[config.mk]
export PLATFORM = sky130hd
export DESIGN_NAME = pc_gen
export DESIGN_NICKNAME = d
export VERILOG_FILES = /design/src/rtl/pc_gen.sv
export SDC_FILE = /design/constraint.sdc
export NUM_CORES = 1
export LEC_CHECK = 0
export ABC_CLOCK_PERIOD_IN_PS = 2300
export BUFFER_PORTS_ARGS = -buffer_cell sky130_fd_sc_hd__buf_2
export CAP_MARGIN = 5
export CORE_MARGIN = 10
export CORE_UTILIZATION = 48
export DETAILED_ROUTE_END_ITERATION = 12
export GPL_ROUTABILITY_DRIVEN = 0
export HOLD_SLACK_MARGIN = 0.03
export MAX_ROUTING_LAYER = met4
export PLACE_DENSITY_LB_ADDON = 0.08
export SLEW_MARGIN = 10
export SYNTH_ARGS = -nofsm -noshare
export SYNTH_HDL_FRONTEND = slang
export SYNTH_SLANG_ARGS = --single-unit
[constraint.sdc]
create_clock -name clk -period 2.3 [get_ports clk]
set_clock_uncertainty 0.05 [all_clocks]
set_input_delay 0.46 -clock clk [delete_from_list [all_inputs] [get_ports clk]]
set_output_delay 0.46 -clock clk [all_outputs]
set_load 0.01 [all_outputs]
[src/rtl/pc_gen.sv]
// Fetch PC generator: flush > stall > branch > buffered branch > sequential,
// with a one-entry buffer holding a branch target that arrived during a stall.
module pc_gen #(
    parameter int              ADDR_W     = 32,
    parameter logic [31:0]     RESET_VEC  = 32'h00000000,
    parameter int              INST_BYTES = 4,
    parameter int              STALL_W    = 6
) (
    input  logic               clk,
    input  logic               rst,
    input  logic [STALL_W-1:0] stall,
    input  logic               flush,
    input  logic [ADDR_W-1:0]  new_pc,
    input  logic               branch_flag_i,
    input  logic [ADDR_W-1:0]  branch_target_address_i,
    output logic [ADDR_W-1:0]  pc,
    output logic               ce,
    output logic               branch_pending_o,
    output logic               pc_misalign_o
);

    localparam logic [ADDR_W-1:0] RST_PC = RESET_VEC[ADDR_W-1:0];
    localparam logic [ADDR_W-1:0] STEP   = ADDR_W'(INST_BYTES);
    localparam int                OFS_W  = (INST_BYTES > 1) ? $clog2(INST_BYTES) : 1;

    logic [ADDR_W-1:0] pend_tgt;
    logic              pend_vld;

    always_ff @(posedge clk or posedge rst) begin
        if (rst) begin
            ce       <= 1'b0;
            pc       <= RST_PC;
            pend_vld <= 1'b0;
            pend_tgt <= '0;
        end else begin
            ce <= 1'b1;
            // The edge that raises ce still presents RESET_VEC as the first fetch.
            if (ce) begin
                if (flush) begin
                    pc       <= new_pc;
                    pend_vld <= 1'b0;
                end else if (stall[0]) begin
                    if (branch_flag_i) begin
                        pend_tgt <= branch_target_address_i;
                        pend_vld <= 1'b1;
                    end
                end else if (branch_flag_i) begin
                    pc       <= branch_target_address_i;
                    pend_vld <= 1'b0;
                end else if (pend_vld) begin
                    pc       <= pend_tgt;
                    pend_vld <= 1'b0;
                end else begin
                    pc <= pc + STEP;
                end
            end
        end
    end

    assign branch_pending_o = pend_vld;

    generate
        if (INST_BYTES > 1) begin : g_mis
            assign pc_misalign_o = |pc[OFS_W-1:0];
        end else begin : g_nomis
            assign pc_misalign_o = 1'b0;
        end

        // Only stall[0] matters; the upper bits belong to other pipeline stages.
        if (STALL_W > 1) begin : g_stall_hi
            logic unused_stall_hi;
            assign unused_stall_hi = |stall[STALL_W-1:1];
        end
    endgenerate

endmodule

==> results of run 1 <==
==> worst max-delay path, stage by stage (launching register included) <==
cell,delay [ps]
dfrtp_1,350
ha_1,250
nand2_1,140
or3_2,550
mux2_2,290
a211oi_1,230
o21ai_1,90
==> logic make-up (layout without fill, tap and decap cells) <==
logic type,after synthesis,after routing,synth area share
adder cells (fa/ha/maj),1,1,0.00308
AND/OR/NAND/NOR,149,149,0.200
flip-flops,66,66,0.407
XOR/XNOR,7,7,0.0151
buffers and inverters,38,159,0.0456
multiplexers,39,39,0.107
AO/OA/AOI/OAI,142,142,0.222
other,1,1,0.000924
==> through the flow <==
stage / power, mW / setup WS [ps]
after floorplan: 2.15 / 135
after global placement: 2.53 / 274
after detailed placement: 2.56 / 220
after CTS: 3.41 / 200
after global routing: 3.60 / 61.9
final: 3.40 / 219
==> power by group through the flow <==
stage | Combinational (mW) | Sequential, mW | Clock, mW
3_5_place_dp | 0.959 | 1.61 | 0
2_1_floorplan | 0.546 | 1.61 | 0
6_report | 0.956 | 1.59 | 0.851
3_3_place_gp | 0.937 | 1.59 | 0
5_1_grt | 1.06 | 1.62 | 0.918
4_1_cts | 0.964 | 1.58 | 0.863
==> worst paths after layout <==
path,end,cells past startpoint
min in group clk,pend_tgt[23]$_DFFE_PP0P_,2
min,pend_tgt[20]$_DFFE_PP0P_,2
max in group asynchronous,pc[13]$_DFFE_PP0P_,3
max reg2reg,pc[12]$_DFFE_PP0P_,6
max,pc[12]$_DFFE_PP0P_,6
min reg2reg,pend_tgt[1]$_DFFE_PP0P_,1
==> synth_stat cells (5+ instances only) <==
library cell  number
a31oi_1            5
mux2_2            34
nor3_1             5
a211oi_1           5
xor2_1             5
and3_1             7
nor2_1            27
nor3b_1            5
o21ai_0           48
o22ai_1            5
nand3_1           18
nand4_1           11
dfrtp_1           66
clkbuf_1          17
mux2i_1            5
nand2b_1           6
or3b_2             5
nor2b_1            8
nand2_1           39
a21oi_1           31
inv_1              7
==> cell type report <==
cell class | count | area share
well taps | 105 | 0.0264
flip-flops and latches | 66 | 0.332
repair buffers | 137 | 0.157
clock buffers | 10 | 0.0276
inverters | 8 | 0.00603
clock inverters | 4 | 0.00402
multi-input cells | 339 | 0.447
==> registers in the layout, indices dropped and copies added (netlist names) <==
signal / cells
pend_tgt: 32
branch_pending_o: 1
pc: 32
ce: 1
==> layer usage <==
layer / vias to the layer above / wire (um)
met1: 1920 / 6160
met3: 17 / 868
li1: 1896 / -
met4: 0 / 201
met2: 163 / 6140
met5: - / 0
==> impl_metrics.json, run 1 <==
{
  "status": "finished, final reports clean",
  "drt_iter0_drc": 193,
  "drive_above_1_share": 0.360,
  "ys_ff_latch": 66,
  "synth-async-reset-ratio": 1.00,
  "hpwl_mm": 10.2,
  "fill_cells": 767,
  "post_cts_buffers": 0,
  "antenna_left": 0,
  "synth_area_um2": 4060,
  "hold_violations": 0,
  "multi_input_area_um2": 2220,
  "cp-end-kind": "flop",
  "hold_path.class": "in -> async",
  "switching_share": 0.342,
  "critPathKind": "reg -> reg",
  "antenna_cells": 0,
  "clkSinkCount": 66,
  "clockPowerShare": 0.251,
  "final_util": 0.606,
  "yosysWarnings": 0,
  "r2r-start": "pc[2]$_DFFE_PP0P_",
  "die_height_um": 112,
  "final_cell_mix": "buf_2 (103), dfrtp_1 (66), o21ai_0 (48), nand2_1 (39), mux2_2 (34)",
  "postLayoutCellArea_um2": 4980,
  "dieArea_um2": 12500,
  "fin_crit_sh": 0.905,
  "grt_max_degree": 29,
  "fin_hold_ws_ps": 123,
  "wl_per_cell_um": 20.0,
  "seq_area_um2": 1650,
  "wirelength_mm": 13.4,
  "use_met2": 0.332,
  "place_area_um2": 4820,
  "synthFlopType": "dfrtp_1",
  "overflow": 0,
  "synth.yosys.seq_area_share": 0.407,
  "syn_area_per_cell_um2": 9.16,
  "power.density_nw_per_um2": 682,
  "initial_core_util": 0.494,
  "grt_pass1_vias": 4154,
  "slew_headroom": 0.602,
  "cts_tree": "yes",
  "io_buffers": 103,
  "maxCapViolCount": 0,
  "vias": 3996,
  "grt_pass1_wl_mm": 21.9,
  "tightest_slew_ps": 596,
  "max_freq_ghz": 0.481,
  "required_ps": 2480,
  "start_kind": "flop",
  "synthDistinctLibCells": 65,
  "synth_nets": 518,
  "clk_latency_ps": 340,
  "clockBufferDepth": 2,
  "final_cells": 669,
  "synth_edf_count": 0,
  "critPathMaxFanout": 4,
  "nets": 636,
  "cts.clk_slew.worst_paths_ps": 70,
  "period_minus_slack_ps": 2080,
  "cts_max_level": 3,
  "cp-startpoint": "pc[2]$_DFFE_PP0P_",
  "io_pins": 109,
  "area_delta_synth_final_pct": 22.7,
  "fp.coreArea_um2": 8220,
  "grt.busiest_layer": "met2",
  "rsz0062_at_grt": "no",
  "cts_hold_buf": 0,
  "numCtsBuffers": 9,
  "antenna_found_initial": 0,
  "p_leak_nw": 2.20,
  "fp-row-count": 33,
  "synth_top_area_frac": 0.407,
  "r2r_slack_ps": 220,
  "power_frac_comb": 0.282,
  "report.final.slew_viol_count": 0,
  "cts_resized": 0,
  "drtPass1Iterations": 5,
  "p_int_mw": 2.24,
  "dieWidth_um": 112,
  "synthCells": 443,
  "ctsRootBufferMaster": "clkbuf_8",
  "grtUsageMet3": 0.0451,
  "setup_tns_ps": 0,
  "worstPathArrival_ps": 2260,
  "met1_usage": 0.286,
  "placed_cells": 655,
  "drc": 0,
  "yosysTopAreaCell": "dfrtp_1",
  "layout_commonest_cell": "buf_2",
  "ir_drop_mv": 0.325,
  "seq_power_share": 0.468,
  "gr-usage-all-layers": 0.218,
  "via_per_inst": 5.97,
  "yosys-top-cells-area": "dfrtp_1 (41%), mux2_2 (9.4%), o21ai_0 (5.9%)",
  "setup_viol": 0,
  "p_sw_mw": 1.16
}
No activity file was read; power rests on OpenSTA's default activity.
==> run 2: changes to the inputs <==
CTS_BUF_LIST = sky130_fd_sc_hd__clkbuf_16   (was default)
==> impl_metrics.json, run 2 (synthesized netlist as in run 1, its figures left out) <==
{
  "status": "finished, final reports clean",
  "cp-end-kind": "flop",
  "nets": 636,
  "r2r-start": "pc[2]$_DFFE_PP0P_",
  "rsz0062_at_grt": "no",
  "cts_max_level": 3,
  "report.final.slew_viol_count": 0,
  "final_cell_mix": "buf_2 (103), dfrtp_1 (66), o21ai_0 (48), nand2_1 (39), mux2_2 (34)",
  "final_util": 0.617,
  "clk_latency_ps": 330,
  "drt_iter0_drc": 221,
  "p_leak_nw": 2.24,
  "post_cts_buffers": 0,
  "gr-usage-all-layers": 0.219,
  "dieArea_um2": 12500,
  "placed_cells": 655,
  "drc": 0,
  "grt_pass1_vias": 4178,
  "clkSinkCount": 66,
  "cts.clk_slew.worst_paths_ps": 60,
  "hold_path.class": "in -> async",
  "via_per_inst": 6.03,
  "grt_pass1_wl_mm": 22.0,
  "hpwl_mm": 10.2,
  "power.density_nw_per_um2": 740,
  "dieWidth_um": 112,
  "required_ps": 2470,
  "final_cells": 669,
  "start_kind": "flop",
  "ctsRootBufferMaster": "clkbuf_16",
  "maxCapViolCount": 0,
  "wl_per_cell_um": 20.1,
  "io_buffers": 103,
  "worstPathArrival_ps": 2240,
  "die_height_um": 112,
  "reg.largest.list": "pc (32), pend_tgt (32)",
  "cp-startpoint": "pc[2]$_DFFE_PP0P_",
  "cts_resized": 0,
  "numCtsBuffers": 9,
  "antenna_cells": 0,
  "fin_hold_ws_ps": 132,
  "fin_crit_sh": 0.902,
  "antenna_left": 0,
  "drtPass1Iterations": 5,
  "slew_headroom": 0.611,
  "antenna_found_initial": 0,
  "max_freq_ghz": 0.482,
  "period_minus_slack_ps": 2080,
  "cts_tree": "yes",
  "fp-row-count": 33,
  "drive_above_1_share": 0.358,
  "area_delta_synth_final_pct": 24.9,
  "critPathMaxFanout": 4,
  "fin_ws_ps": 225,
  "critPathKind": "reg -> reg",
  "overflow": 0,
  "io_pins": 109,
  "initial_core_util": 0.494,
  "cts_hold_buf": 0,
  "grt_max_degree": 29,
  "setup_viol": 0,
  "clockBufferDepth": 2,
  "ir_drop_mv": 0.441,
  "tightest_slew_ps": 583,
  "layout_commonest_cell": "buf_2",
  "setup_tns_ps": 0,
  "pre_cts_ws_ps": 220,
  "hold_violations": 0,
  "vias": 4037,
  "fp.coreArea_um2": 8220,
  "wirelength_mm": 13.5,
  "fill_cells": 753
}
## run 2: cell types whose count changed in the layout (fill, tap and decap cells not counted), sizes merged
cell    delta
clkbuf     -1
clkinv     +1
## run 2: power by group
group          internal [mW]  switching (mW)  leakage, nW
clock                  0.705           0.502        0.128
sequential              1.39           0.204        0.777
combinational          0.452           0.505         1.33
## run 2: path summary, 6_finish.rpt
path,slack (ps),cells after the start,end
max,220,6,pc[12]$_DFFE_PP0P_
min reg2reg,440,1,pend_tgt[1]$_DFFE_PP0P_
max in group asynchronous,1400,3,pc[13]$_DFFE_PP0P_
min in group clk,320,2,pend_tgt[20]$_DFFE_PP0P_
max reg2reg,220,6,pc[12]$_DFFE_PP0P_
min,130,2,pend_tgt[20]$_DFFE_PP0P_
## run 2: final cells by class
class                   instances  area, um^2  share of cell area
multi-input cells             339        2220               0.439
clock inverters                 5        23.8             0.00469
clock buffers                   9         225              0.0444
flip-flops and latches         66        1650               0.326
inverters                       8        30.0             0.00592
well taps                     105         131              0.0259
repair buffers                137         783               0.154
## run 2: critical path, cell delays in order, from the launching register on
cell and delay [ps]:
dfrtp_1 350, ha_1 250, nand2_1 140, or3_2 550, mux2_2 290, a211oi_1 230, o21ai_1 90
## run 2: through the flow
step / instance area [um^2] / total power, mW
2_1_floorplan: 4060 / 2.15
3_3_place_gp: 4820 / 2.53
3_5_place_dp: 4820 / 2.56
4_1_cts: 5070 / 3.76
5_1_grt: 5070 / 3.96
6_report: 5070 / 3.75
## run 2: layer usage
| metal | vias up | part of all wire | GRT usage | routed length (um) |
|---|---|---|---|---|
| met2 | 175 | 0.46 | 0.333 | 6220 |
| met1 | 1955 | 0.45 | 0.285 | 6080 |
| met3 | 13 | 0.075 | 0.0542 | 1010 |
| met4 | 0 | 0.011 | 0.0550 | 145 |
| li1 | 1894 | - | - | - |
| met5 | - | 0 | - | 0 |
